--- src/rtl/node_vc_ingress.sv ---
// rtl/node_vc_ingress.sv - per-VC ingress FIFOs with credit return and config chain
module node_vc_ingress #(
  parameter int HADDR      = 0,
  parameter int ID_WIDTH   = 11,
  parameter int NVCS       = 2,
  parameter int DEPTH      = 4,
  parameter int FLIT_WIDTH = 36,
  parameter int VC_LSB     = 0,
  localparam int LOG_NVCS  = (NVCS > 1) ? $clog2(NVCS) : 1
) (
  input  logic                       clock,
  input  logic                       reset,
  input  logic                       enable,
  input  logic                       flit_in_valid,
  input  logic [FLIT_WIDTH-1:0]      flit_in,
  input  logic [ID_WIDTH-1:0]        nexthop_in,
  output logic                       flit_ack,
  output logic [NVCS*FLIT_WIDTH-1:0] flit_out,
  output logic [NVCS-1:0]            flit_out_valid,
  input  logic [NVCS-1:0]            dequeue,
  output logic                       credit_out_valid,
  output logic [LOG_NVCS-1:0]        credit_out,
  input  logic                       credit_dequeue,
  input  logic                       config_in_valid,
  input  logic [15:0]                config_in,
  output logic                       config_out_valid,
  output logic [15:0]                config_out,
  output logic                       error,
  output logic                       is_quiescent
);
  localparam int PW = $clog2(DEPTH);
  localparam int CW = PW + 1;
  localparam logic [ID_WIDTH-1:0] HADDR_L = ID_WIDTH'(HADDR);
  localparam logic [CW-1:0]       DEPTH_L = CW'(DEPTH);

  typedef enum logic {CFG_LOAD, CFG_PASS} cfg_state_e;

  logic [FLIT_WIDTH-1:0] mem_q [NVCS][DEPTH];
  logic [FLIT_WIDTH-1:0] mem_d [NVCS][DEPTH];
  logic [PW-1:0]         rptr_q [NVCS], rptr_d [NVCS];
  logic [PW-1:0]         wptr_q [NVCS], wptr_d [NVCS];
  logic [CW-1:0]         cnt_q  [NVCS], cnt_d  [NVCS];
  logic [CW-1:0]         cred_q [NVCS], cred_d [NVCS];
  logic                  err_q, err_d;
  logic                  port_en_q, port_en_d;
  cfg_state_e            state_q, state_d;
  logic [15:0]           cfg_out_q, cfg_out_d;
  logic                  cfg_vld_q, cfg_vld_d;

  logic [LOG_NVCS-1:0] vc, cred_sel;
  logic                match, tgt_full, cred_any, quiet;
  logic [NVCS-1:0]     push, pop, pop_req, nonempty, cred_dec;

  always_comb begin
    vc       = flit_in[VC_LSB +: LOG_NVCS];
    match    = flit_in_valid & enable & port_en_q & (nexthop_in == HADDR_L);
    // A VC field with no matching FIFO leaves tgt_full set, so it is dropped as a fault
    tgt_full = 1'b1;
    for (int v = 0; v < NVCS; v++) begin
      if (vc == LOG_NVCS'(v)) tgt_full = (cnt_q[v] == DEPTH_L);
    end
    flit_ack = match & ~tgt_full;

    cred_any = 1'b0;
    cred_sel = '0;
    for (int v = NVCS-1; v >= 0; v--) begin
      if (cred_q[v] != '0) begin
        cred_any = 1'b1;
        cred_sel = LOG_NVCS'(v);
      end
    end

    quiet    = 1'b1;
    err_d    = err_q | (match & ~flit_ack);
    mem_d    = mem_q;
    flit_out = '0;
    for (int v = 0; v < NVCS; v++) begin
      nonempty[v] = (cnt_q[v] != '0);
      push[v]     = flit_ack & (vc == LOG_NVCS'(v));
      pop_req[v]  = dequeue[v] & enable;
      pop[v]      = pop_req[v] & nonempty[v];
      cred_dec[v] = credit_dequeue & enable & cred_any & (cred_sel == LOG_NVCS'(v));
      wptr_d[v]   = wptr_q[v] + PW'(push[v]);
      rptr_d[v]   = rptr_q[v] + PW'(pop[v]);
      cnt_d[v]    = cnt_q[v] + CW'(push[v]) - CW'(pop[v]);
      cred_d[v]   = cred_q[v] + CW'(pop[v]) - CW'(cred_dec[v]);
      if (push[v]) mem_d[v][wptr_q[v]] = flit_in;
      if (pop_req[v] & ~nonempty[v]) err_d = 1'b1;
      if (nonempty[v] || (cred_q[v] != '0)) quiet = 1'b0;
      flit_out[v*FLIT_WIDTH +: FLIT_WIDTH] = mem_q[v][rptr_q[v]];
    end
  end

  // The first config word is consumed locally; everything after is forwarded
  always_comb begin
    state_d   = state_q;
    port_en_d = port_en_q;
    cfg_out_d = cfg_out_q;
    cfg_vld_d = cfg_vld_q;
    case (state_q)
      CFG_LOAD: begin
        cfg_vld_d = 1'b0;
        if (config_in_valid) begin
          port_en_d = config_in[0];
          state_d   = CFG_PASS;
        end
      end
      CFG_PASS: begin
        cfg_out_d = config_in;
        cfg_vld_d = config_in_valid;
      end
    endcase
  end

  always_ff @(posedge clock) begin
    mem_q <= mem_d;
  end

  always_ff @(posedge clock or negedge reset) begin
    if (!reset) begin
      for (int v = 0; v < NVCS; v++) begin
        rptr_q[v] <= '0;
        wptr_q[v] <= '0;
        cnt_q[v]  <= '0;
        cred_q[v] <= '0;
      end
      err_q     <= 1'b0;
      port_en_q <= 1'b0;
      state_q   <= CFG_LOAD;
      cfg_out_q <= '0;
      cfg_vld_q <= 1'b0;
    end else begin
      for (int v = 0; v < NVCS; v++) begin
        rptr_q[v] <= rptr_d[v];
        wptr_q[v] <= wptr_d[v];
        cnt_q[v]  <= cnt_d[v];
        cred_q[v] <= cred_d[v];
      end
      err_q     <= err_d;
      port_en_q <= port_en_d;
      state_q   <= state_d;
      cfg_out_q <= cfg_out_d;
      cfg_vld_q <= cfg_vld_d;
    end
  end

  assign flit_out_valid   = nonempty;
  assign credit_out_valid = cred_any;
  assign credit_out       = cred_sel;
  assign config_out_valid = cfg_vld_q;
  assign config_out       = cfg_out_q;
  assign error            = err_q;
  assign is_quiescent     = quiet;
endmodule

--- config.mk ---
export PLATFORM = sky130hd
export DESIGN_NAME = node_vc_ingress
export DESIGN_NICKNAME = d
export VERILOG_FILES = /design/src/rtl/node_vc_ingress.sv
export SDC_FILE = /design/constraint.sdc
export NUM_CORES = 1
export LEC_CHECK = 0
export BUFFER_PORTS_ARGS = -buffer_cell sky130_fd_sc_hd__buf_2
export CORE_ASPECT_RATIO = 0.8
export CORE_MARGIN = 2
export CORE_UTILIZATION = 35
export DETAILED_ROUTE_END_ITERATION = 16
export GPL_TIMING_DRIVEN = 0
export PLACE_DENSITY = 0.51
export SLEW_MARGIN = 15
export SYNTH_ARGS = -nofsm -noshare
export SYNTH_HDL_FRONTEND = slang
export SYNTH_SLANG_ARGS = --single-unit
--- constraint.sdc ---
create_clock -name clock -period 6 [get_ports clock]
set_input_delay 1.8 -clock clock [delete_from_list [all_inputs] [get_ports clock]]
set_output_delay 1.8 -clock clock [all_outputs]
set_load 0.03 [all_outputs]
### Word level (Yosys, flattened, before mapping)

Cells that the tools add are included.

* register bits: 328
* latch bits: 0
* memory bits (writable): 0
* ROM bits: 0
* input bits: 71
* output and inout port bits: 96
* logic and storage cells: 103
* memories kept: 0

* add/subtract/negate cells: 12
* $mul: 0
* div/mod/pow operators: 0
* order comparisons: 6
* equality and inequality tests: 2
* shifts and indexed selects: 0
* multiplexer cells: 23
* bitwise operators: 29
* reduce and logical (&&, ||, !) cells: 10

Operators with widths (number)
* bitwise mux 144 bit: 2
* 2-to-1 mux 36 bit: 6
* binary-select mux 36 bit (select 2 bit): 2
* demux 36 bit (select 2 bit): 2
* bitwise AND 1 bit: 17
* adder 3 x 1 -> 3 bit: 4
* >= comparator 3 bit, second input constant: 4
* inverter 2 -> 3 bit: 4
* nonzero test 3 bit: 4
* subtractor 3 x 1 -> 3 bit: 4
* logical NOT 11 bit: 1
* 2-to-1 mux 1 bit: 10
* adder 2 x 1 -> 2 bit: 4
* inverter 1 bit: 7
* equality test 3 bit, second input constant: 2
* < comparator 3 x 1 -> 1 bit, second input constant: 2
* logical AND 1 bit: 2
* logical OR 1 bit: 2
* case mux 1 bit (2 select lines): 1
* AND reduction 2 bit: 1
* bitwise OR 1 bit: 1

### Logic depth before layout (Yosys ltp)

* word-level depth: 9
* depth in mapped cells: 10
* gate-level depth less buffers: 10

### Worst setup path after synthesis

OpenSTA, ideal clock, no wires.

* kind: in2reg
* start: input port nexthop_in[3]
* end: register mem_q[216] (netlist name), enable pin
* setup time: 0.519 ns
* data arrival time: 5.884 ns
* data required time: 5.481 ns
* setup slack: -0.403 ns
* cell stages on the path: 3
* path buffers: 0
* cells stage by stage: nor4_4 -> nand4_4 -> nor4_1

* word-level cells in the longest chain between the ends: 4

RTL lines
* start, declared: RTL line 16 `input logic [ID_WIDTH-1:0] nexthop_in,`
* logical NOT 11 bit: RTL line 56 `match = flit_in_valid & enable & port_en_q & (nexthop_in == HADDR_L);`
* bitwise AND 1 bit: RTL line 56
* bitwise AND 1 bit: RTL line 62 `flit_ack = match & ~tgt_full;`
* bitwise AND 1 bit: RTL line 79 `push[v] = flit_ack & (vc == LOG_NVCS'(v));`
* end signal, assigned: RTL line 116 `mem_q <= mem_d;`
* end, declared: RTL line 38 `logic [FLIT_WIDTH-1:0] mem_q [NVCS][DEPTH];`

No other way between the ends.
A chain may end at the register's enable or synchronous reset.

### Final worst setup path

* start: input port flit_in[0]
* end: output port flit_ack

* word-level cells in the longest chain between the ends: 3

RTL lines
* start, declared: RTL line 15 `input logic [FLIT_WIDTH-1:0] flit_in,`
* 2-to-1 mux 1 bit: RTL line 60 `if (vc == LOG_NVCS'(v)) tgt_full = (cnt_q[v] == DEPTH_L);`
* inverter 1 bit: RTL line 62
* bitwise AND 1 bit: RTL line 62
* end, declared: RTL line 17 `output logic flit_ack,`

No other way between the ends.

==> metrics.yaml <==
status: "completed"
syn_avg_cell_area_um2: 23.2
antenna_cells: 0
overflow: 0
die_h_um: 172
cts_resized: 0
ant_nets: 0
io_buffers: 166
dr.pass1.iters: 5
die_x_um: 214
area_growth_pct: 24.4
hold_viol: 0
worst-path-buf-inv: 4
first_iter_violations: 437
drc: 0
die_area_um2: 36700
fillers: 2983
path_max_fanout: 10
grt_max_degree: 41
path_clk_slew_ps: 60
yosysWarnings: 0
path_class: "in2out"
vias_per_cell: 4.72
crit_path_cell_trace: "buf_2 > buf_4 > nor4b_1 > a31o_2 > buf_4 > nor2_1 > buf_2"
finClkSkew_ps: 14.9
syn_area_um2: 12300
synth_fp_nets: 617
end_kind: "primary output"
synth_cell_type_count: 34
fmax_mhz: 199
grt_util_all_layers: 0.147
postCtsSetupBuffers: 0
slew_headroom: 0.400
syn_inst: 530
cp_top_family: "buffers and inverters"
holdCritPathClass: "reg2reg"
tightestPinTransition_ps: 900
cts_buffers: 35
place.gp.congestion: 0.721
clk_path_buf_depth: 3
slew_viol_final: 0
num_vias: 5980
cts_tree: "built"
power_mw: 6.89
row_count: 61
grt_pass1_vias: 6460
ctsRootBufferMaster: "clkbuf_16"
fin_area_um2: 15300
grt_pass1_wl_um: 39200
ys_ff_latch: 328
leakage_nw: 5.47
clock-sinks: 328
coreArea_um2: 34700
post-route-util: 0.441
routed_wl_um: 26200
cp_slowest_cell: "nor4b_1"
nNetsFinal: 856
critical_path.max_stage_delay_ps: 430
ctsHoldBuffers: 0
clk_latency_ps: 510
cap_violations: 0
vdd_drop_max_v: 0.000206
dp_hpwl_um: 18600
cp.arrival_ps: 3220
power_density_nw_per_um2: 450
drive_gt1_frac: 0.469
ys_seq_area_frac: 0.784
cp-start-kind: "input port"
h-tree-depth: 2
drt-wirelength-per-cell_um: 20.7
period_minus_slack_ps: 5020
ios: 167
place_area_um2: 14100
required_ps: 4200
rsz0062_at_grt: "false"
setup_viol: 0
period_share: 0.836
start_util: 0.355
antenna_found_initial: 0
==> worst paths after layout <==
path | start | to | slack, ps | depth (start not counted)
max | flit_in[0] | flit_ack | 980 | 7
min | error | error | 480 | 1
max reg2reg | cnt_q[5] | mem_q[163] | 3410 | 7
min reg2reg | error | error | 480 | 1
max in group asynchronous | reset | rptr_q[3] | 4000 | 1
min in group asynchronous | reset | cred_q[0] | 1430 | 1
==> layer usage <==
metal / GRT usage / routed length, µm
met1: 0.199 / 11700
met2: 0.242 / 12800
met3: 0.0290 / 1330
met4: 0.0411 / 458
met5: 0 / 0
==> cells in the final DEF, fill, tap and decap left out, types with 11 or more instances in the layout <==
cell       netlist  final
mux2_2          17     17
buf_2            4    176
dfrtp_1         40     40
clkbuf_1         4     11
clkbuf_16        0     37
buf_4           12     34
mux4_2          72     72
edfxtp_1       288    288
ha_1            12     12
inv_1           16     16
==> per-stage QoR <==
stage | setup WS, ps | hold WS (ps) | std cells | TNS [ps]
2_1_floorplan | -403 | 473 | 530 | -29050
3_3_place_gp | -4310 | 464 | 1168 | -686250
3_5_place_dp | 994 | 479 | 1204 | 0
4_1_cts | 993 | 494 | 1266 | 0
5_1_grt | 909 | 500 | 1266 | 0
6_report | 982 | 479 | 1266 | 0
==> where the power goes <==
part           internal (mW)  total, mW  switching, mW  leakage [nW]
Combinational          0.755       1.98           1.22          1.81
Sequential              2.55       2.60         0.0480          3.06
Clock                   1.47       2.31          0.840         0.608
Total                   4.78       6.89           2.11          5.47
==> Yosys cell counts <==
cell / instances / share of area
edfxtp_1: 288 / 0.70
mux4_2: 72 / 0.13
dfrtp_1: 40 / 0.081
mux2_2: 17 / 0.016
inv_1: 16 / 0.0049
buf_4: 12 / 0.0073
ha_1: 12 / 0.012
nor3_1: 9 / 0.0037
xnor2_1: 8 / 0.0057
nand2_1: 7 / 0.0021
nor2_1: 5 / 0.0015
buf_2: 4 / 0.0016
clkbuf_1: 4 / 0.0012
fa_1: 4 / 0.0065
nand3_1: 4 / 0.0016
xor2_1: 4 / 0.0028
nor2b_1: 3 / 0.0015
or3_1: 3 / 0.0015
nor4_1: 2 / 0.0010
nor4_4: 2 / 0.0035
a211o_1: 1 / 0.00071
a31o_2: 1 / 0.00071
a31oi_1: 1 / 0.00051
and2_1: 1 / 0.00051
and3_1: 1 / 0.00051
and4_1: 1 / 0.00071
and4_2: 1 / 0.00081
and4b_1: 1 / 0.00081
nand3b_1: 1 / 0.00061
nand4_4: 1 / 0.0017
nor4_2: 1 / 0.0010
nor4b_1: 1 / 0.00071
o22ai_1: 1 / 0.00051
or2_2: 1 / 0.00051
==> sequential cells by signal (all words and copies together) (netlist names) <==
signal,cells
config_out_valid,1
port_en_q,1
state_q,1
mem_q,288
cred_q,6
wptr_q,4
cnt_q,6
error,1
rptr_q,4
config_out,16
==> final cells by class <==
class                      instances  area [µm²]  share of cell area
buffer                            20         125             0.00817
clock buffer                      44         952              0.0622
clock inverter                    18         289              0.0189
inverter                          16        60.1             0.00392
multi-input combinational        166        2520               0.165
sequential                       328        9650               0.630
tap                              472         591              0.0386
timing repair buffer             202        1120              0.0735
==> cells by family after synthesis <==
logic type,count (synthesis),share of synthesized area
simple gates,45,0.0244
xor+xnor,12,0.00854
flops,328,0.784
compound gates,4,0.00244
fa+ha+maj,16,0.0187
mux,89,0.147
buf+inv,36,0.0150
Note: power is estimated with default switching activity, not from simulation.
